$ cat config.mk
export PLATFORM = sky130hd
export DESIGN_NAME = multicycle_control_fsm
export DESIGN_NICKNAME = d
export VERILOG_FILES = /design/src/rtl/mips_ctrl_pkg.sv /design/src/rtl/alu_decoder.sv /design/src/rtl/multicycle_control_fsm.sv
export SDC_FILE = /design/constraint.sdc
export NUM_CORES = 1
export LEC_CHECK = 0
export CORE_AREA = 4 4 61 63
export DETAILED_ROUTE_END_ITERATION = 12
export DIE_AREA = 0 0 65 67
export DONT_BUFFER_PORTS = 1
export MAX_ROUTING_LAYER = met4
export PLACE_DENSITY_LB_ADDON = 0.3
export SLEW_MARGIN = 20
export SYNTH_ARGS = -nofsm -noshare
export SYNTH_HDL_FRONTEND = slang
export SYNTH_SLANG_ARGS = --single-unit
$ cat constraint.sdc
create_clock -name CLK -period 2.1 [get_ports CLK]
set_input_delay 0.315 -clock CLK [delete_from_list [all_inputs] [get_ports CLK]]
set_output_delay 0.315 -clock CLK [all_outputs]
set_load 0.02 [all_outputs]
$ cat src/rtl/mips_ctrl_pkg.sv
// mips_ctrl_pkg: shared state encoding, opcode/funct constants and datapath select codes
// for the multicycle MIPS control path.
package mips_ctrl_pkg;

    typedef enum logic [3:0] {
        S_FETCH   = 4'd0,
        S_DECODE  = 4'd1,
        S_MEMADR  = 4'd2,
        S_MEMRD   = 4'd3,
        S_MEMWB   = 4'd4,
        S_MEMWR   = 4'd5,
        S_EXECUTE = 4'd6,
        S_ALUWB   = 4'd7,
        S_BRANCH  = 4'd8,
        S_ADDIEX  = 4'd9,
        S_ADDIWB  = 4'd10,
        S_JUMP    = 4'd11,
        S_ERROR   = 4'd12
    } state_t;

    typedef enum logic [1:0] {
        ALUOP_ADD   = 2'b00,
        ALUOP_SUB   = 2'b01,
        ALUOP_FUNCT = 2'b10
    } alu_op_t;

    localparam logic [5:0] OP_RTYPE = 6'b000000;
    localparam logic [5:0] OP_LW    = 6'b100011;
    localparam logic [5:0] OP_SW    = 6'b101011;
    localparam logic [5:0] OP_BEQ   = 6'b000100;
    localparam logic [5:0] OP_ADDI  = 6'b001000;
    localparam logic [5:0] OP_J     = 6'b000010;

    localparam logic [5:0] FN_ADD = 6'b100000;
    localparam logic [5:0] FN_SUB = 6'b100010;
    localparam logic [5:0] FN_AND = 6'b100100;
    localparam logic [5:0] FN_OR  = 6'b100101;
    localparam logic [5:0] FN_SLT = 6'b101010;

    localparam logic [2:0] ALU_ADD = 3'b010;
    localparam logic [2:0] ALU_SUB = 3'b110;
    localparam logic [2:0] ALU_AND = 3'b000;
    localparam logic [2:0] ALU_OR  = 3'b001;
    localparam logic [2:0] ALU_SLT = 3'b111;

    localparam logic [1:0] SRCB_B      = 2'b00;
    localparam logic [1:0] SRCB_FOUR   = 2'b01;
    localparam logic [1:0] SRCB_IMM    = 2'b10;
    localparam logic [1:0] SRCB_IMM_SH = 2'b11;

    localparam logic [1:0] PCSRC_ALU    = 2'b00;
    localparam logic [1:0] PCSRC_ALUOUT = 2'b01;
    localparam logic [1:0] PCSRC_JUMP   = 2'b10;

    // States that hold a memory request and therefore wait on MemReady.
    function automatic logic is_mem_state(input state_t s);
        return s inside {S_FETCH, S_MEMRD, S_MEMWR};
    endfunction

endpackage

$ cat src/rtl/alu_decoder.sv
// alu_decoder: maps ALUOp and Funct to the ALU control code, flagging unsupported Funct values.
module alu_decoder
    import mips_ctrl_pkg::*;
(
    input  logic [5:0] funct,
    input  alu_op_t    alu_op,
    output logic [2:0] alu_control,
    output logic       illegal
);

    always_comb begin
        alu_control = ALU_ADD;
        illegal     = 1'b0;
        if (alu_op == ALUOP_SUB)
            alu_control = ALU_SUB;
        else if (alu_op == ALUOP_FUNCT)
            case (funct)
                FN_ADD:  alu_control = ALU_ADD;
                FN_SUB:  alu_control = ALU_SUB;
                FN_AND:  alu_control = ALU_AND;
                FN_OR:   alu_control = ALU_OR;
                FN_SLT:  alu_control = ALU_SLT;
                default: illegal = 1'b1;
            endcase
    end

endmodule

$ cat src/rtl/multicycle_control_fsm.sv
// multicycle_control_fsm: main sequencer of the multicycle MIPS datapath, with memory
// ready handshake, wait timeout and a sticky error trap.
module multicycle_control_fsm
    import mips_ctrl_pkg::*;
#(
    parameter int MEM_TIMEOUT = 255,
    parameter bit USE_READY   = 1'b1
) (
    input  logic       CLK,
    input  logic       RESET,
    input  logic [5:0] Opcode,
    input  logic [5:0] Funct,
    input  logic       Zero,
    input  logic       MemReady,
    output logic       c_IorD,
    output logic       c_MemRead,
    output logic       c_MemWrite,
    output logic       c_IRWrite,
    output logic       c_PCEn,
    output logic       c_RegWrite,
    output logic       c_RegDst,
    output logic       c_MemToReg,
    output logic       c_ALUSrcA,
    output logic [1:0] c_ALUSrcB,
    output logic [2:0] c_ALUControl,
    output logic [1:0] c_PCSrc,
    output logic       Error,
    output logic [3:0] State
);

    localparam int CW = $clog2(MEM_TIMEOUT + 1);

    state_t        state, state_n;
    logic [CW-1:0] wait_cnt, wait_cnt_n;
    logic          ready, mem_state, timed_out;
    logic          pc_write, branch, alu_en, alu_illegal;
    alu_op_t       alu_op;
    logic [2:0]    dec_alu;

    assign ready     = USE_READY ? MemReady : 1'b1;
    assign mem_state = is_mem_state(state);
    // The cycle that would be the MEM_TIMEOUT-th unanswered one traps instead.
    assign timed_out = mem_state && !ready && (wait_cnt == CW'(MEM_TIMEOUT - 1));
    assign alu_op    = (state == S_EXECUTE) ? ALUOP_FUNCT :
                       (state == S_BRANCH)  ? ALUOP_SUB   : ALUOP_ADD;

    alu_decoder u_alu_dec (
        .funct       (Funct),
        .alu_op      (alu_op),
        .alu_control (dec_alu),
        .illegal     (alu_illegal)
    );

    always_ff @(posedge CLK or negedge RESET) begin
        if (!RESET) begin
            state    <= S_FETCH;
            wait_cnt <= '0;
        end else begin
            state    <= state_n;
            wait_cnt <= wait_cnt_n;
        end
    end

    always_comb begin
        state_n    = state;
        c_IorD     = 1'b0;
        c_MemRead  = 1'b0;
        c_MemWrite = 1'b0;
        c_IRWrite  = 1'b0;
        c_RegWrite = 1'b0;
        c_RegDst   = 1'b0;
        c_MemToReg = 1'b0;
        c_ALUSrcA  = 1'b0;
        c_ALUSrcB  = SRCB_B;
        c_PCSrc    = PCSRC_ALU;
        alu_en     = 1'b0;
        pc_write   = 1'b0;
        branch     = 1'b0;
        case (state)
            S_FETCH: begin
                c_MemRead = 1'b1;
                c_ALUSrcB = SRCB_FOUR;
                alu_en    = 1'b1;
                c_IRWrite = ready;
                pc_write  = ready;
                state_n   = ready ? S_DECODE : S_FETCH;
            end
            S_DECODE: begin
                c_ALUSrcB = SRCB_IMM_SH;
                alu_en    = 1'b1;
                state_n   = (Opcode == OP_LW || Opcode == OP_SW) ? S_MEMADR  :
                            (Opcode == OP_RTYPE)                 ? S_EXECUTE :
                            (Opcode == OP_BEQ)                   ? S_BRANCH  :
                            (Opcode == OP_ADDI)                  ? S_ADDIEX  :
                            (Opcode == OP_J)                     ? S_JUMP    : S_ERROR;
            end
            S_MEMADR: begin
                c_ALUSrcA = 1'b1;
                c_ALUSrcB = SRCB_IMM;
                alu_en    = 1'b1;
                state_n   = (Opcode == OP_LW) ? S_MEMRD : S_MEMWR;
            end
            S_MEMRD: begin
                c_IorD    = 1'b1;
                c_MemRead = 1'b1;
                state_n   = ready ? S_MEMWB : S_MEMRD;
            end
            S_MEMWB: begin
                c_MemToReg = 1'b1;
                c_RegWrite = 1'b1;
                state_n    = S_FETCH;
            end
            S_MEMWR: begin
                c_IorD     = 1'b1;
                c_MemWrite = 1'b1;
                state_n    = ready ? S_FETCH : S_MEMWR;
            end
            S_EXECUTE: begin
                c_ALUSrcA = 1'b1;
                alu_en    = 1'b1;
                state_n   = alu_illegal ? S_ERROR : S_ALUWB;
            end
            S_ALUWB: begin
                c_RegDst   = 1'b1;
                c_RegWrite = 1'b1;
                state_n    = S_FETCH;
            end
            S_BRANCH: begin
                c_ALUSrcA = 1'b1;
                alu_en    = 1'b1;
                c_PCSrc   = PCSRC_ALUOUT;
                branch    = 1'b1;
                state_n   = S_FETCH;
            end
            S_ADDIEX: begin
                c_ALUSrcA = 1'b1;
                c_ALUSrcB = SRCB_IMM;
                alu_en    = 1'b1;
                state_n   = S_ADDIWB;
            end
            S_ADDIWB: begin
                c_RegWrite = 1'b1;
                state_n    = S_FETCH;
            end
            S_JUMP: begin
                c_PCSrc  = PCSRC_JUMP;
                pc_write = 1'b1;
                state_n  = S_FETCH;
            end
            default: state_n = S_ERROR;
        endcase
        if (timed_out)
            state_n = S_ERROR;
    end

    assign wait_cnt_n   = (state_n != state)      ? '0 :
                          (mem_state && !ready)   ? wait_cnt + CW'(1) : wait_cnt;
    assign c_ALUControl = alu_en ? dec_alu : 3'b000;
    assign c_PCEn       = pc_write | (branch & Zero);
    assign Error        = (state == S_ERROR);
    assign State        = state;

endmodule
# Word-level counts from Yosys, hierarchy flattened
# Index checks and enable logic that the tools add are counted.
[word_totals]
latchBits = 0
input_bits = 16
rom_bits = 0
word_cells = 83
reg_bits = 12
ram_bits = 0
memories = 0
[op_classes]
div = 0
n_reduce_logical = 16
multipliers = 0
n_eq_ne = 26
magnitude_cmp = 0
mux = 36
n_shift = 0
n_addsub = 1
bitwise_logic = 2
[ops]
columns = ["op", "count"]
rows = [
  ["$eq 6x6->1 const B", 7],
  ["$pmux 4 s8", 1],
  ["$mux 3", 9],
  ["$eq 4x4->1 const B", 5],
  ["$eq 4x3->1 const B", 4],
  ["$mux 4", 4],
  ["$mux 8", 2],
  ["$mux 1", 15],
  ["$pmux 3 s4", 1],
  ["$reduce_or 5->1", 2],
  ["$add 8x1->8 const B", 1],
  ["$eq 4x2->1 const B", 2],
  ["$eq 8x8->1 const B", 1],
  ["$eq 6x2->1 const B", 1],
  ["$eq 6x3->1 const B", 1],
  ["$eq 6x4->1 const B", 1],
  ["$logic_not 6->1", 1],
  ["$pmux 2 s3", 1],
  ["$reduce_or 2->1", 3],
  ["$reduce_or 6->1", 1],
  ["$eq 4x1->1 const B", 1],
  ["$logic_not 4->1", 1],
  ["$ne 4x4->1", 1],
  ["$pmux 2 s2", 1],
  ["13 further kinds", 14],
]

# Logic depth before layout (Yosys ltp)
[depth]
word_depth = 11
ltp_mapped = 8
mapped_depth_nobuf = 8

# Hierarchy
# A second synthesis with hierarchy kept.
[unflattened]
hier_cells = 149
area_unflattened_um2 = 1229.9
[modules_own_cells]
columns = ["mod", "area_each_um2", "cells_each", "seq_area_each_um2", "n_inst"]
rows = [
  ["multicycle_control_fsm", 1124.8, 136, 300.3, 1],
  ["alu_decoder", 105.1, 13, 0.0, 1],
]

# Worst setup path after synthesis
# No wires, ideal clock.
[synth_path]
path_kind = "register to output"
from = "reg state[2], in the netlist State[2]"
to = "out c_PCEn"
path_slack_ps = -148
arrival_ps = 1933
stages_incl_launch_ff = 6
n_path_buf = 2
cell_sequence = "dfrtp_1 > buf_2 > buf_1 > nand2b_1 > nor3_1 > a211o_1"
[synth_between]
elab_chain_cells = 4
word_cells_on_any_way = 7
classes_between = "eq/ne: 2; mux: 2; bitwise: 2; reduce/logical: 1"
[synth_lines]
columns = ["element", "line_no", "text"]
rows = [
  ["start: declaration", "multicycle_control_fsm.sv:33", "state_t state, state_n;"],
  ["start signal: assignment", "multicycle_control_fsm.sv:59", "state <= state_n;"],
  ["$eq 4x4->1", "multicycle_control_fsm.sv:79", "case (state)"],
  ["$mux 1", "multicycle_control_fsm.sv:79", ""],
  ["$and 1x1->1", "multicycle_control_fsm.sv:159", "assign c_PCEn = pc_write | (branch & Zero);"],
  ["$or 1x1->1 *", "multicycle_control_fsm.sv:159", ""],
  ["end: declaration", "multicycle_control_fsm.sv:19", "output logic c_PCEn,"],
]
# Mark *: on every way between the ends. The rest lies on a longest branch, timed or not.

# Worst setup path in the final report
[layout_path]
from = "reg state[3], in the netlist State[3]"
to = "reg wait_cnt[2]"
[layout_between]
elab_chain_cells = 11
word_cells_on_any_way = 28
classes_between = "eq/ne: 14; mux: 8; reduce/logical: 6"
[layout_lines]
columns = ["element", "line_no", "text"]
rows = [
  ["$eq 4x4->1", "multicycle_control_fsm.sv:45, multicycle_control_fsm.sv:79", ""],
  ["$mux 1", "multicycle_control_fsm.sv:45", "(state == S_BRANCH) ? ALUOP_SUB : ALUOP_ADD;"],
  ["$mux 2", "multicycle_control_fsm.sv:44", "assign alu_op = (state == S_EXECUTE) ? ALUOP_FUNCT :"],
  ["$eq 2x2->1", "alu_decoder.sv:16", "else if (alu_op == ALUOP_FUNCT)"],
  ["$mux 1", "alu_decoder.sv:16", ""],
  ["$mux 1", "alu_decoder.sv:14", "if (alu_op == ALUOP_SUB)"],
  ["$mux 4", "multicycle_control_fsm.sv:121", "state_n = alu_illegal ? S_ERROR : S_ALUWB;"],
  ["$pmux 4 s8", "multicycle_control_fsm.sv:79", ""],
  ["$mux 4", "multicycle_control_fsm.sv:152", "if (timed_out)"],
  ["$ne 4x4->1", "multicycle_control_fsm.sv:156", "assign wait_cnt_n = (state_n != state) ? '0 :"],
  ["$mux 8 / $reduce_bool 2->1 (equally long branches)", "-", ""],
  ["end signal: assignment", "multicycle_control_fsm.sv:60", "wait_cnt <= wait_cnt_n;"],
  ["end: declaration", "multicycle_control_fsm.sv:34", "logic [CW-1:0] wait_cnt, wait_cnt_n;"],
]
# Several ways; a longest one is shown, not always the timed one.
# A chain may end at the register's enable or synchronous reset.

==> flow_summary.rst <==
.. list-table::
   :header-rows: 1

   * - Metric
     - Value
   * - Run status
     - complete, no violations
   * - P_leak
     - between 0.6 and 0.7 nW
   * - Total count of hold-check failures in the final report
     - 0
   * - Type of the most critical hold path
     - input pin to register
   * - Post-Layout Cell Count
     - between 200 and 250
   * - Signed area change from the synthesized netlist to the final layout
     - 26.9%
   * - Final weighted congestion in routability-driven placement
     - approximately 0.88
   * - CP Data Arrival Time
     - 2.14 ns
   * - Synth Cell Area
     - around 1200 sq um
   * - Category of the worst setup path launch point
     - register
   * - Count of inserted antenna diode cells
     - 0
   * - Fraction of layout instances using a drive strength above 1
     - a little under a third
   * - Die Footprint
     - ~4400 sq um
   * - Post-synthesis mux area share
     - between 2 and 3%
   * - Via density per instance
     - 5.39
   * - Cell count after synthesis
     - approximately 160
   * - Post-Synth Simple-Gate Area
     - 40.5%
   * - Data required time of the critical path
     - ~2.3 ns
   * - Headroom to the max-slew limit
     - 64.9%
   * - Number of slew-limit violations in the final report
     - 0
   * - Post-synth top area share
     - between 20 and 25%
   * - Setup crit end kind
     - register
   * - Leading post-synthesis cells by cell area
     - dfrtp_1 (24%), nor2_1 (5.8%), nor3_1 (5.7%)
   * - Sequential power share
     - between 50% and 60%
   * - Die extent in x
     - around 65 um
   * - I/O pin count
     - 37
   * - Top FF cell, synth
     - dfrtp_1
   * - Number of design rule violations left after detail routing
     - 0
   * - Number of unique standard cell types used by synthesis
     - 48
   * - Total via count in the routed design
     - between 1000 and 1500
   * - Starting Density
     - between 30% and 40%
   * - Number of enable flip-flop cells after synthesis
     - 0
   * - Final clock period utilization by the worst path
     - approximately 95%
   * - Post-Synthesis Mean Instance Area
     - 7.96 sq um
   * - Achievable clock frequency
     - ~500 MHz
   * - Final total negative setup slack
     - 0 ns
   * - Share of total power in the clock network
     - between 40% and 50%
   * - Critical path peak fanout
     - 8
   * - Post-route total power
     - 0.000450 W
   * - Die span in y
     - roughly 67 um
   * - Router iterations before antenna repair
     - 5
   * - Final critical delay including setup and external delays
     - between 1.5 and 2 ns
   * - Design internal power
     - 0.000351 W
   * - Overall fraction of global-route tracks in use
     - between 10% and 20%
   * - Setup-violating endpoint count in the final report
     - 0
   * - Antenna violations before repair
     - 0
   * - Reg2Reg Launch Point
     - State[3]$_DFF_PN0_
   * - Number of nets in the synthesized netlist
     - ~170
   * - Root buffer selected by CTS
     - clkbuf_4
   * - Standard-cell row count
     - 21
   * - Vias in the first global route
     - roughly 1200
   * - IR drop worst, VDD
     - roughly 140 uV
   * - Iteration-0 DRC count of the detailed router
     - 84
   * - Antenna-violating nets left
     - 0
   * - Worst hold start
     - MemReady
   * - Psw
     - around 0.0001 W
   * - Most common cell after layout, fill and taps aside
     - buf_4
   * - Synth area leader
     - dfrtp_1
   * - Transition time of the tightest slew-check pin
     - between 0.5 and 0.6 ns
   * - Xor and xnor area share after synthesis
     - under 10%
   * - Combinational share of power
     - under 10%
   * - Post-synthesis sequential element count
     - 12
   * - Number of H-tree levels
     - 1
   * - Number of violations of the max-capacitance limit
     - 0
   * - Commonest non-fill, non-tap cells in the layout
     - buf_4 (32), nor2_1 (19), nand2_1 (13), nor3_1 (12), dfrtp_1 (9)
   * - End point of the critical path
     - wait_cnt[2]$_DFFE_PN0P_
   * - Maximum number of pins on one net before global-route repair
     - 16
   * - Adder-Cell Fraction of Synth Area
     - 2.03%
   * - Part of the Yosys area used for sequential elements
     - approximately 24%
   * - Net switching fraction of the power
     - a little over a fifth
   * - Setup skew after layout
     - approximately 0.007 ns
   * - Clock-pin slew on the worst setup and hold paths
     - about 0.070 ns
   * - Routed wirelength normalized by instance count
     - between 10 and 15 um
   * - Number of cells after detailed placement
     - between 200 and 250
   * - DP HPWL
     - 2670 um
   * - Fin nets
     - around 200
   * - Reg-to-reg setup timing slack
     - ~0.11 ns
   * - Number of buffers on the longest clock path
     - 2
   * - Terminus of the critical flop-to-flop path
     - wait_cnt[2]$_DFFE_PN0P_
   * - Compound-cell area share of the yosys netlist
     - a little under a fifth
   * - RSZ-0062 raised after global routing
     - no
   * - Count of warnings emitted by yosys
     - 0
   * - Class of the most critical setup path
     - register to register
   * - Wire length of the first global-routing pass
     - 5510 um
   * - TritonCTS clock tree
     - yes
   * - Number of buffers added by the clock tree synthesis step
     - 3
   * - Port buffer count
     - 0
   * - Fillcell total
     - 328
   * - Clock latency of the later-clocked register in the worst-skew pair
     - ~0.28 ns
   * - Final cell utilization of the core
     - around half
   * - FFs w/ async S/R, synth
     - 100%
   * - Crit. Startpoint
     - State[3]$_DFF_PN0_
   * - Worst reg2reg path depth
     - 6
   * - Core Area
     - 3230 sq um
   * - Main combinational cell family by area after synthesis
     - simple AND/OR/NAND/NOR gates
   * - Clk sinks
     - 12
   * - Final global-route overflow total
     - 0
   * - Power density relative to cell area
     - ~290 nW/um^2
   * - DRT Wirelength
     - about 3300 um
cell families (layout without fill, tap and decap cells):
kind of cell | after synthesis | count (layout)
AO/OA/AOI/OAI | 28 | 28
AND/OR/NAND/NOR | 89 | 89
buffers and inverters | 11 | 40
flip-flops | 12 | 12
XOR/XNOR | 10 | 10
adder cells (fa/ha/maj) | 2 | 2
multiplexers | 3 | 3
through the flow:
step	worst slack (ns)	instance area (sq um)	hold slack [ns]
4_1_cts	0.0267	1510	0.387
3_5_place_dp	0.0471	1470	0.0196
5_1_grt	0.00972	1570	0.360
3_3_place_gp	0.101	1470	0.0197
6_report	0.108	1570	0.363
2_1_floorplan	0.0716	1240	0.0194
layout make-up:
class                           count  area (sq um)  share of cell area (%)
Multi-Input combinational cell    132           905                    57.8
Clock buffer                        4          36.3                    2.32
Sequential cell                    12           304                    19.4
Inverter                            2          7.51                   0.480
Tap cell                           46          57.6                    3.68
Timing Repair Buffer               34           255                    16.3
power groups by stage:
stage	combinational, W	clock [W]	sequential [W]
global placement	0.0000236	0	0.000239
floorplan	0.0000239	0	0.000238
CTS	0.0000304	0.000189	0.000234
detailed placement	0.0000243	0	0.000239
finish	0.0000300	0.000186	0.000234
global route	0.0000342	0.000198	0.000234
cells in the mapped netlist, types with 4 or more instances:
library cell,number
nor4_1,5
nand4_1,5
nand2_1,14
nor2_1,19
buf_2,4
xor2_1,6
dfrtp_1,12
nand2b_1,5
nor3_1,14
o21ai_0,8
xnor2_1,4
a21oi_1,4
worst min path at each step:
| stage | end | slack [ns] | cells past startpoint |
|---|---|---|---|
| 3_3_place_gp | wait_cnt[5]$_DFFE_PN0P_ | 0.02 | 0 |
| 3_5_place_dp | wait_cnt[3]$_DFFE_PN0P_ | 0.02 | 0 |
| 2_1_floorplan | State[0]$_DFF_PN0_ | 0.02 | 0 |
| 5_1_grt | State[3]$_DFF_PN0_ | 0.36 | 3 |
| 6_report | State[3]$_DFF_PN0_ | 0.36 | 3 |
| 4_1_cts | State[3]$_DFF_PN0_ | 0.39 | 3 |
worst max-delay path: stages, from the launching register on:
cell       delay (ns)
dfrtp_2          0.45
or2_2            0.35
a2111oi_4        0.31
and4b_1          0.24
o211a_1          0.15
o21ai_4          0.27
nor3_1           0.10
metal layers:
layer  vias up  part of all wire, %  global-route usage [%]
li1        622                    -                       -
met1       582                   42                    19.0
met2        32                   52                    27.8
met3         4                  4.2                    2.87
met4         0                  1.2                    6.60
met5         -                    0                       -
timing repair:
item | in CTS | in global routing
pin swaps | 0 | 2
buffers inserted | 0 | 4
hold buffers | 1 | 0
setup endpoints to repair | 1 | 12
gates resized for setup | 1 | 7
endpoints found under the hold margin | 12 | 0
registers in the layout, indices dropped and copies added, names as in the netlist:
name      flops
wait_cnt      8
State         4
No activity file was read; power rests on OpenSTA's default activity.
